$ cat src/rtl/uart_pkg.sv
// Shared UART definitions: frame format constants and the receiver state encoding.
package uart_pkg;
  localparam int   DATA_BITS = 8;
  localparam logic START_BIT = 1'b0;
  localparam logic STOP_BIT  = 1'b1;

  typedef enum logic [2:0] {
    IDLE      = 3'd0,
    START     = 3'd1,
    DATA      = 3'd2,
    STOP      = 3'd3,
    WAIT_HIGH = 3'd4
  } rx_state_t;
endpackage

$ cat src/rtl/uart_sync2.sv
// Two-flop synchronizer for an asynchronous single-bit input, reset value selectable.
module uart_sync2 #(
  parameter logic RST_VAL = 1'b1
) (
  input  logic bclk,
  input  logic reset,
  input  logic d,
  output logic q
);
  logic meta;

  always_ff @(posedge bclk) begin
    if (!reset) begin
      meta <= RST_VAL;
      q    <= RST_VAL;
    end else begin
      meta <= d;
      q    <= meta;
    end
  end
endmodule

$ cat src/rtl/uart_receiver.sv
// Oversampling UART receiver: start-bit validation, centre sampling of data/stop bits,
// and a receiver buffer register with ready/read handshake plus framing/overrun flags.
module uart_receiver
  import uart_pkg::*;
#(
  parameter int OVERSAMPLE = 16
) (
  input  logic                 bclk,
  input  logic                 reset,
  input  logic                 rx_in,
  input  logic                 rd,
  output logic [DATA_BITS-1:0] d_out,
  output logic                 rx_ready,
  output logic                 rx_busy,
  output logic                 framing_err,
  output logic                 overrun_err
);
  localparam int CW = $clog2(OVERSAMPLE);
  localparam int BW = $clog2(DATA_BITS);
  localparam logic [CW-1:0] HALF     = CW'(OVERSAMPLE/2 - 1);
  localparam logic [CW-1:0] LAST     = CW'(OVERSAMPLE - 1);
  localparam logic [BW-1:0] BIT_LAST = BW'(DATA_BITS - 1);

  rx_state_t state, state_nxt;
  logic rx_s;
  logic [CW-1:0] cnt;
  logic [BW-1:0] bit_idx;
  logic [DATA_BITS-1:0] rsr;
  logic cnt_clr, mid_start, bit_tick, stop_tick;

  uart_sync2 #(.RST_VAL(1'b1)) u_sync (
    .bclk  (bclk),
    .reset (reset),
    .d     (rx_in),
    .q     (rx_s)
  );

  always_ff @(posedge bclk) begin
    if (!reset) state <= IDLE;
    else        state <= state_nxt;
  end

  always_comb begin
    state_nxt = state;
    unique case (state)
      IDLE:      if (rx_s == START_BIT) state_nxt = START;
      START:     if (cnt == HALF) state_nxt = (rx_s == START_BIT) ? DATA : IDLE;
      DATA:      if (cnt == LAST && bit_idx == BIT_LAST) state_nxt = STOP;
      STOP:      if (cnt == LAST) state_nxt = (rx_s == STOP_BIT) ? IDLE : WAIT_HIGH;
      WAIT_HIGH: if (rx_s == STOP_BIT) state_nxt = IDLE;
      default:   state_nxt = IDLE;
    endcase
  end

  always_comb begin
    mid_start = (state == START) && (cnt == HALF);
    bit_tick  = (state == DATA)  && (cnt == LAST);
    stop_tick = (state == STOP)  && (cnt == LAST);
    // Holding the counter clear in IDLE gives START a zeroed count on entry.
    cnt_clr   = (state == IDLE) || mid_start || bit_tick || stop_tick;
    rx_busy   = (state != IDLE);
  end

  always_ff @(posedge bclk) begin
    if (!reset) begin
      cnt     <= '0;
      bit_idx <= '0;
      rsr     <= '0;
    end else begin
      cnt <= cnt_clr ? '0 : cnt + 1'b1;
      if (mid_start) bit_idx <= '0;
      else if (bit_tick) bit_idx <= bit_idx + 1'b1;
      if (bit_tick) rsr <= {rx_s, rsr[DATA_BITS-1:1]};
    end
  end

  // A store in the same cycle as rd takes priority; the read is absorbed by the new byte.
  always_ff @(posedge bclk) begin
    if (!reset) begin
      d_out       <= '0;
      rx_ready    <= 1'b0;
      framing_err <= 1'b0;
      overrun_err <= 1'b0;
    end else if (stop_tick) begin
      d_out       <= rsr;
      rx_ready    <= 1'b1;
      framing_err <= ~rx_s;
      if (rx_ready && !rd) overrun_err <= 1'b1;
      else if (rd)         overrun_err <= 1'b0;
    end else if (rd && rx_ready) begin
      rx_ready    <= 1'b0;
      framing_err <= 1'b0;
      overrun_err <= 1'b0;
    end
  end
endmodule
$ cat config.mk
export PLATFORM = sky130hd
export DESIGN_NAME = uart_receiver
export DESIGN_NICKNAME = d
export VERILOG_FILES = /design/src/rtl/uart_pkg.sv /design/src/rtl/uart_sync2.sv /design/src/rtl/uart_receiver.sv
export SDC_FILE = /design/constraint.sdc
export NUM_CORES = 1
export LEC_CHECK = 0
export CAP_MARGIN = 10
export CELL_PAD_IN_SITES_DETAIL_PLACEMENT = 0
export CELL_PAD_IN_SITES_GLOBAL_PLACEMENT = 2
export CORE_MARGIN = 2
export CORE_UTILIZATION = 33
export DETAILED_ROUTE_END_ITERATION = 7
export GPL_ROUTABILITY_DRIVEN = 0
export PLACE_DENSITY = 0.82
export SLEW_MARGIN = 25
export SYNTH_ARGS = -nofsm -noshare
export SYNTH_HDL_FRONTEND = slang
export SYNTH_SLANG_ARGS = --single-unit
$ cat constraint.sdc
create_clock -name bclk -period 1.9 [get_ports bclk]
set_clock_uncertainty 0.1 [all_clocks]
set_input_delay 0.38 -clock bclk [delete_from_list [all_inputs] [get_ports bclk]]
set_output_delay 0.38 -clock bclk [all_outputs]
set_load 0.03 [all_outputs]
# ---- Word level (Yosys, flattened, before mapping)
# Index checks and enable logic that the tools add are counted.
dict set report totals {
  register_bits 31
  input_bits 4
  out_inout_bits 12
  word_cells 58
}
dict set report classes {
  n_addsub 2
  n_eq_ne 13
  n_mux 14
  n_bitwise 2
  reduce_logical 17
}
# operator n
set op_table {}
lappend op_table {{3-bit 2-to-1 mux} 6}
lappend op_table {{3-bit case mux with 5 select lines} 1}
lappend op_table {{3-bit by 2-bit == test with 1-bit output, second input constant} 2}
lappend op_table {{3-bit == test, second input constant} 2}
lappend op_table {{1-bit logical AND} 6}
lappend op_table {{1-bit 2-to-1 mux} 6}
lappend op_table {{2-bit != test, second input constant} 3}
lappend op_table {{5-bit AND reduction} 1}
lappend op_table {{4-bit by 1-bit adder with 4-bit output, second input constant} 1}
lappend op_table {{4-bit by 3-bit == test with 1-bit output, second input constant} 1}
lappend op_table {{4-bit == test, second input constant} 1}
lappend op_table {{2-bit by 1-bit != test with 1-bit output, second input constant} 2}
lappend op_table {{2-bit OR reduction} 2}
lappend op_table {{3-bit by 1-bit adder with 3-bit output, second input constant} 1}
lappend op_table {{3-bit by 1-bit == test with 1-bit output, second input constant} 1}
lappend op_table {{3-bit zero test} 1}
lappend op_table {{1-bit logical OR} 3}
lappend op_table {{3-bit by 2-bit != test with 1-bit output, second input constant} 1}
lappend op_table {{3-bit nonzero test} 1}
lappend op_table {{2-bit 2-to-1 mux} 1}
lappend op_table {{1-bit inverter} 2}
lappend op_table {{2-bit AND reduction} 1}
lappend op_table {{2-bit nonzero test} 1}
lappend op_table {{1-bit zero test} 1}

# ---- Depth between registers and ports, before layout
dict set report logic_depth {
  word_depth 6
  ltp_mapped 6
  mapped_depth_nobuf 4
}

# ---- Hierarchy
# Synthesis repeated with hierarchy kept, for this count alone.
dict set report hier_totals {
  cells_unflattened 152
  area_unflattened_um2 1306.3
}
# module n_inst cells_each area_per_inst_um2 seq_area_each_um2
set modules_own_cells {}
lappend modules_own_cells {uart_receiver 1 148 1253.7 580.6}
lappend modules_own_cells {uart_sync2 1 4 52.6 40.0}

# ---- Least setup slack after synthesis
# Ideal clock, no wire load.
dict set report synth_timing {
  kind {register to register}
  startpoint {register cnt[0]}
  endpoint {register state[2]}
  setup_time_ps 116
  t_arrival_ps 1329
  required_time_ps 1684
  setup_slack_ps 355
  path_stages_with_launch 7
  n_path_buf 2
  period_less_slack_ps 1545
  path_cell_list {dfxtp_1 ha_1 buf_2 and4b_1 buf_2 a22o_1 and3_1}
}
dict set report synth_via {
  elab_chain_len 4
  word_cells_on_any_way 7
  classes_between {5 x eq/ne; 2 x reduce/logical}
}
# element line
set synth_rtl {}
lappend synth_rtl {{start, declared} uart_receiver.sv:26} ;# logic [CW-1:0] cnt;
lappend synth_rtl {{start signal, assigned} uart_receiver.sv:70} ;# cnt <= cnt_clr ? '0 : cnt + 1'b1;
lappend synth_rtl {{4-bit == test} {uart_receiver.sv:48, uart_receiver.sv:49}}
lappend synth_rtl {{1-bit logical AND} uart_receiver.sv:48} ;# DATA: if (cnt == LAST && bit_idx == BIT_LAST) state_nxt = STOP;
lappend synth_rtl {{2-bit != test (no source line)} -}
lappend synth_rtl {{5-bit AND reduction (no source line) (*)} -}
lappend synth_rtl {{end signal, assigned} uart_receiver.sv:40} ;# else state <= state_nxt;
lappend synth_rtl {{end, declared} uart_receiver.sv:24} ;# rx_state_t state, state_nxt;
# Mark *: on every way between the ends. The rest lies on a longest branch, timed or not.
# A chain may end at the register's enable or synchronous reset.

# ---- Worst setup path in the final report
dict set report layout_timing {
  startpoint {register state[2]}
  endpoint {output port rx_busy}
}
dict set report layout_via {
  elab_chain_len 1
}
# element line
set layout_rtl {}
lappend layout_rtl {{3-bit nonzero test} uart_receiver.sv:61} ;# rx_busy = (state != IDLE);
lappend layout_rtl {{end, declared} uart_receiver.sv:14} ;# output logic rx_busy,
# No other way between the ends.

==> run_results.csv <==
group,metric,value,unit
clocking,post_cts_buffers,0,
timing,finalHoldWorstSlack,318,ps
floorplanning,dieArea,4650,sq um
finish,final_common_cell,"dfxtp_1",
worst_setup_path,path_class,"reg2out",
placed_design,dpl.hpwl,1970,um
drt,drt_wl_total,2800,um
floorplanning,fp.coreArea,3970,sq um
synth,yosysSeqAreaShare,0.456,
synth,ys_ff_latch,31,
worst_setup_path,worst_setup_path_start_kind,"register",
synth,synth_enable_flop_cells,0,
min_path,hold-path-endpoint,"u_sync.q",
pwr,max-vdd-ir-drop,0.306,mV
timing,drv_slew,0,
drt,drtIter0Drc,26,
flow_run,cap_violations,0,
synth,syn_inst,152,
finish,multiInputGateArea,662,sq um
timing,setup_tns,0,ps
min_path,worstHoldStart,"u_sync.meta",
synth,synth.top_cell.area_share,0.456,
timing,slew_headroom,0.646,
clocking,cts-root-buf,"clkbuf_8",
clocking,cts-buffers-inserted,5,
finish,diodes,0,
finish,seq_area,621,sq um
synth,syn_area,1360,sq um
worst_setup_path,crit_fanout,3,
worst_setup_path,rr_worst_depth,4,
outcome,status,"finished, final reports clean",
grt,grt_use_total,0.137,
floorplanning,ios,16,
synth,synthFlopType,"dfxtp_1",
worst_setup_path,endpoint_kind,"output pin",
synth,async_flop_share,0,
clocking,hold_buffers,0,
floorplanning,die_height,68.2,um
synth,syn_nets,159,
finish,area_growth,23.2,%
timing,fin_crit,1830,ps
synth,synth_top_cell_by_area,"dfxtp_1",
timing,hold_violations,0,
grt,grt_start_max_net_pins,17,
pwr,powerDensity,721,nW/um^2
placed_design,io_buffers,15,
drt,drt_pass1_iterations,4,
floorplanning,fp.dieW,68.2,um
synth,ys_warn_count,0,
min_path,hp-class,"reg2reg",
min_path,holdPathStages,1,
drt,vias,1118,
drt,drc,0,
clocking,htreeDepth,2,
worst_setup_path,rrSetupSlack,170,ps
worst_setup_path,r2r-start,"cnt[0]",
finish,nets,178,
floorplanning,initial_core_util,0.343,
grt,antenna_found_initial,0,
worst_setup_path,cp.required,1420,ps
timing,finalSetupViolations,0,
timing,tightest_slew,526,ps
worst_setup_path,crit_arrival,1350,ps
clocking,cts.path.max_buffers,2,
finish,mostFrequentLayoutCells,"dfxtp_1 (31), nand3_1 (21), o21ai_0 (19)",
floorplanning,rows,23,
timing,clock.fmax,0.547,GHz
drt,wire_per_inst,12.6,um
worst_setup_path,r2r-end,"bit_idx[2]",
pwr,p_leak,0.608,nW
timing,finalCritPeriodShare,0.962,
grt,grt_pass1_vias,1020,
clocking,clk_latency,280,ps
grt,grt_overflow,0,
synth,synth_area_leaders,"dfxtp_1 (46%), a21boi_0 (9.4%), nand3_1 (7.7%), o21ai_0 (7.0%), buf_2 (3.3%)",
timing,rsz0062_at_grt,"no",
grt,grt_pass1_wl,4660,um
clocking,cts.sinks,31,
clocking,cts_tree,"done",
synth,avgSynthCellArea,8.96,sq um
finish,drive_above_1_share,0.116,
drt,ant_nets,0,
drt,via_per_inst,5.04,
finish,nFillCells,392,
clocking,path_clk_slew,70,ps
synth,synthDistinctLibCells,34,
==> flip-flops by register name, summed over array words and instances (netlist names) <==
register / cells
u_sync.q: 1
rsr: 8
u_sync.meta: 1
rx_ready: 1
framing_err: 1
d_out: 8
bit_idx: 3
cnt: 4
state: 3
overrun_err: 1
==> report_power, final <==
| part | switching (W) | internal, W |
|---|---|---|
| combinational | 0.0000211 | 0.0000205 |
| clock | 0.000257 | 0.000254 |
| sequential | 0.00000206 | 0.000653 |
==> synth_stat cells (2+ instances only) <==
cell type and count:
inv_1 3, a21oi_1 4, nand2_1 4, nand3_1 21
xor2_1 3, and3_1 3, a21boi_0 17, nand2b_1 4
buf_2 9, or3_1 2, o21ai_0 19, dfxtp_1 31
clkbuf_1 4, nand4b_1 2, and2_1 2, ha_1 3
nor2_1 4
==> cell families (layout without fill, tap and decap cells) <==
logic type,Yosys count,after routing,synth area share
fa+ha+maj,3,3,0.0276
buf+inv,17,37,0.0579
xor+xnor,3,3,0.0193
simple gates,48,48,0.200
compound gates,50,50,0.239
flops,31,31,0.456
==> timing repair <==
action | 4_1_cts | 5_1_grt
hold endpoints to repair | 0 | 0
setup endpoints to repair | 1 | 0
gates resized for setup | 1 | 0
==> layout make-up <==
cell class | instances | share of cell area
clock buffer | 5 | 0.0410
clock inverter | 3 | 0.0119
inverter | 3 | 0.00672
multi-input combinational | 104 | 0.395
sequential | 31 | 0.370
tap | 50 | 0.0373
timing repair buffer | 26 | 0.138
==> worst max-delay path by stage <==
stage	from	to	slack, ps	cells after the start
2_1_floorplan	cnt[0]	state[2]	360	6
3_3_place_gp	state[2]	rx_busy	140	2
3_5_place_dp	state[2]	rx_busy	140	2
4_1_cts	state[2]	rx_busy	60	2
5_1_grt	state[2]	rx_busy	9	2
6_report	state[2]	rx_busy	70	2
==> through the flow <==
stage | area [sq um] | power (W) | utilization | cells | worst slack (ps)
after floorplan | 1360 | 0.000692 | - | 152 | 355
after global placement | 1590 | 0.000712 | 0.400 | 214 | 141
after detailed placement | 1590 | 0.000713 | 0.400 | 214 | 136
after CTS | 1680 | 0.00123 | 0.422 | 222 | 56.2
after global routing | 1680 | 0.00127 | 0.422 | 222 | 9.26
final | 1680 | 0.00121 | 0.422 | 222 | 71.4
==> worst max-delay path, stage by stage (launching register included) <==
cell and delay [ps]:
dfxtp_1 310, or3_1 390, dlygate4sd2_1 370
==> routing by layer <==
metal  global-route usage  up-vias  share of wire
met4               0.0600        0          0.017
met5                    0        -              0
met3               0.0493        6          0.045
li1                     -      582              -
met1                0.172      505           0.50
met2                0.210       25           0.44
(Power assumes the default switching activity.)
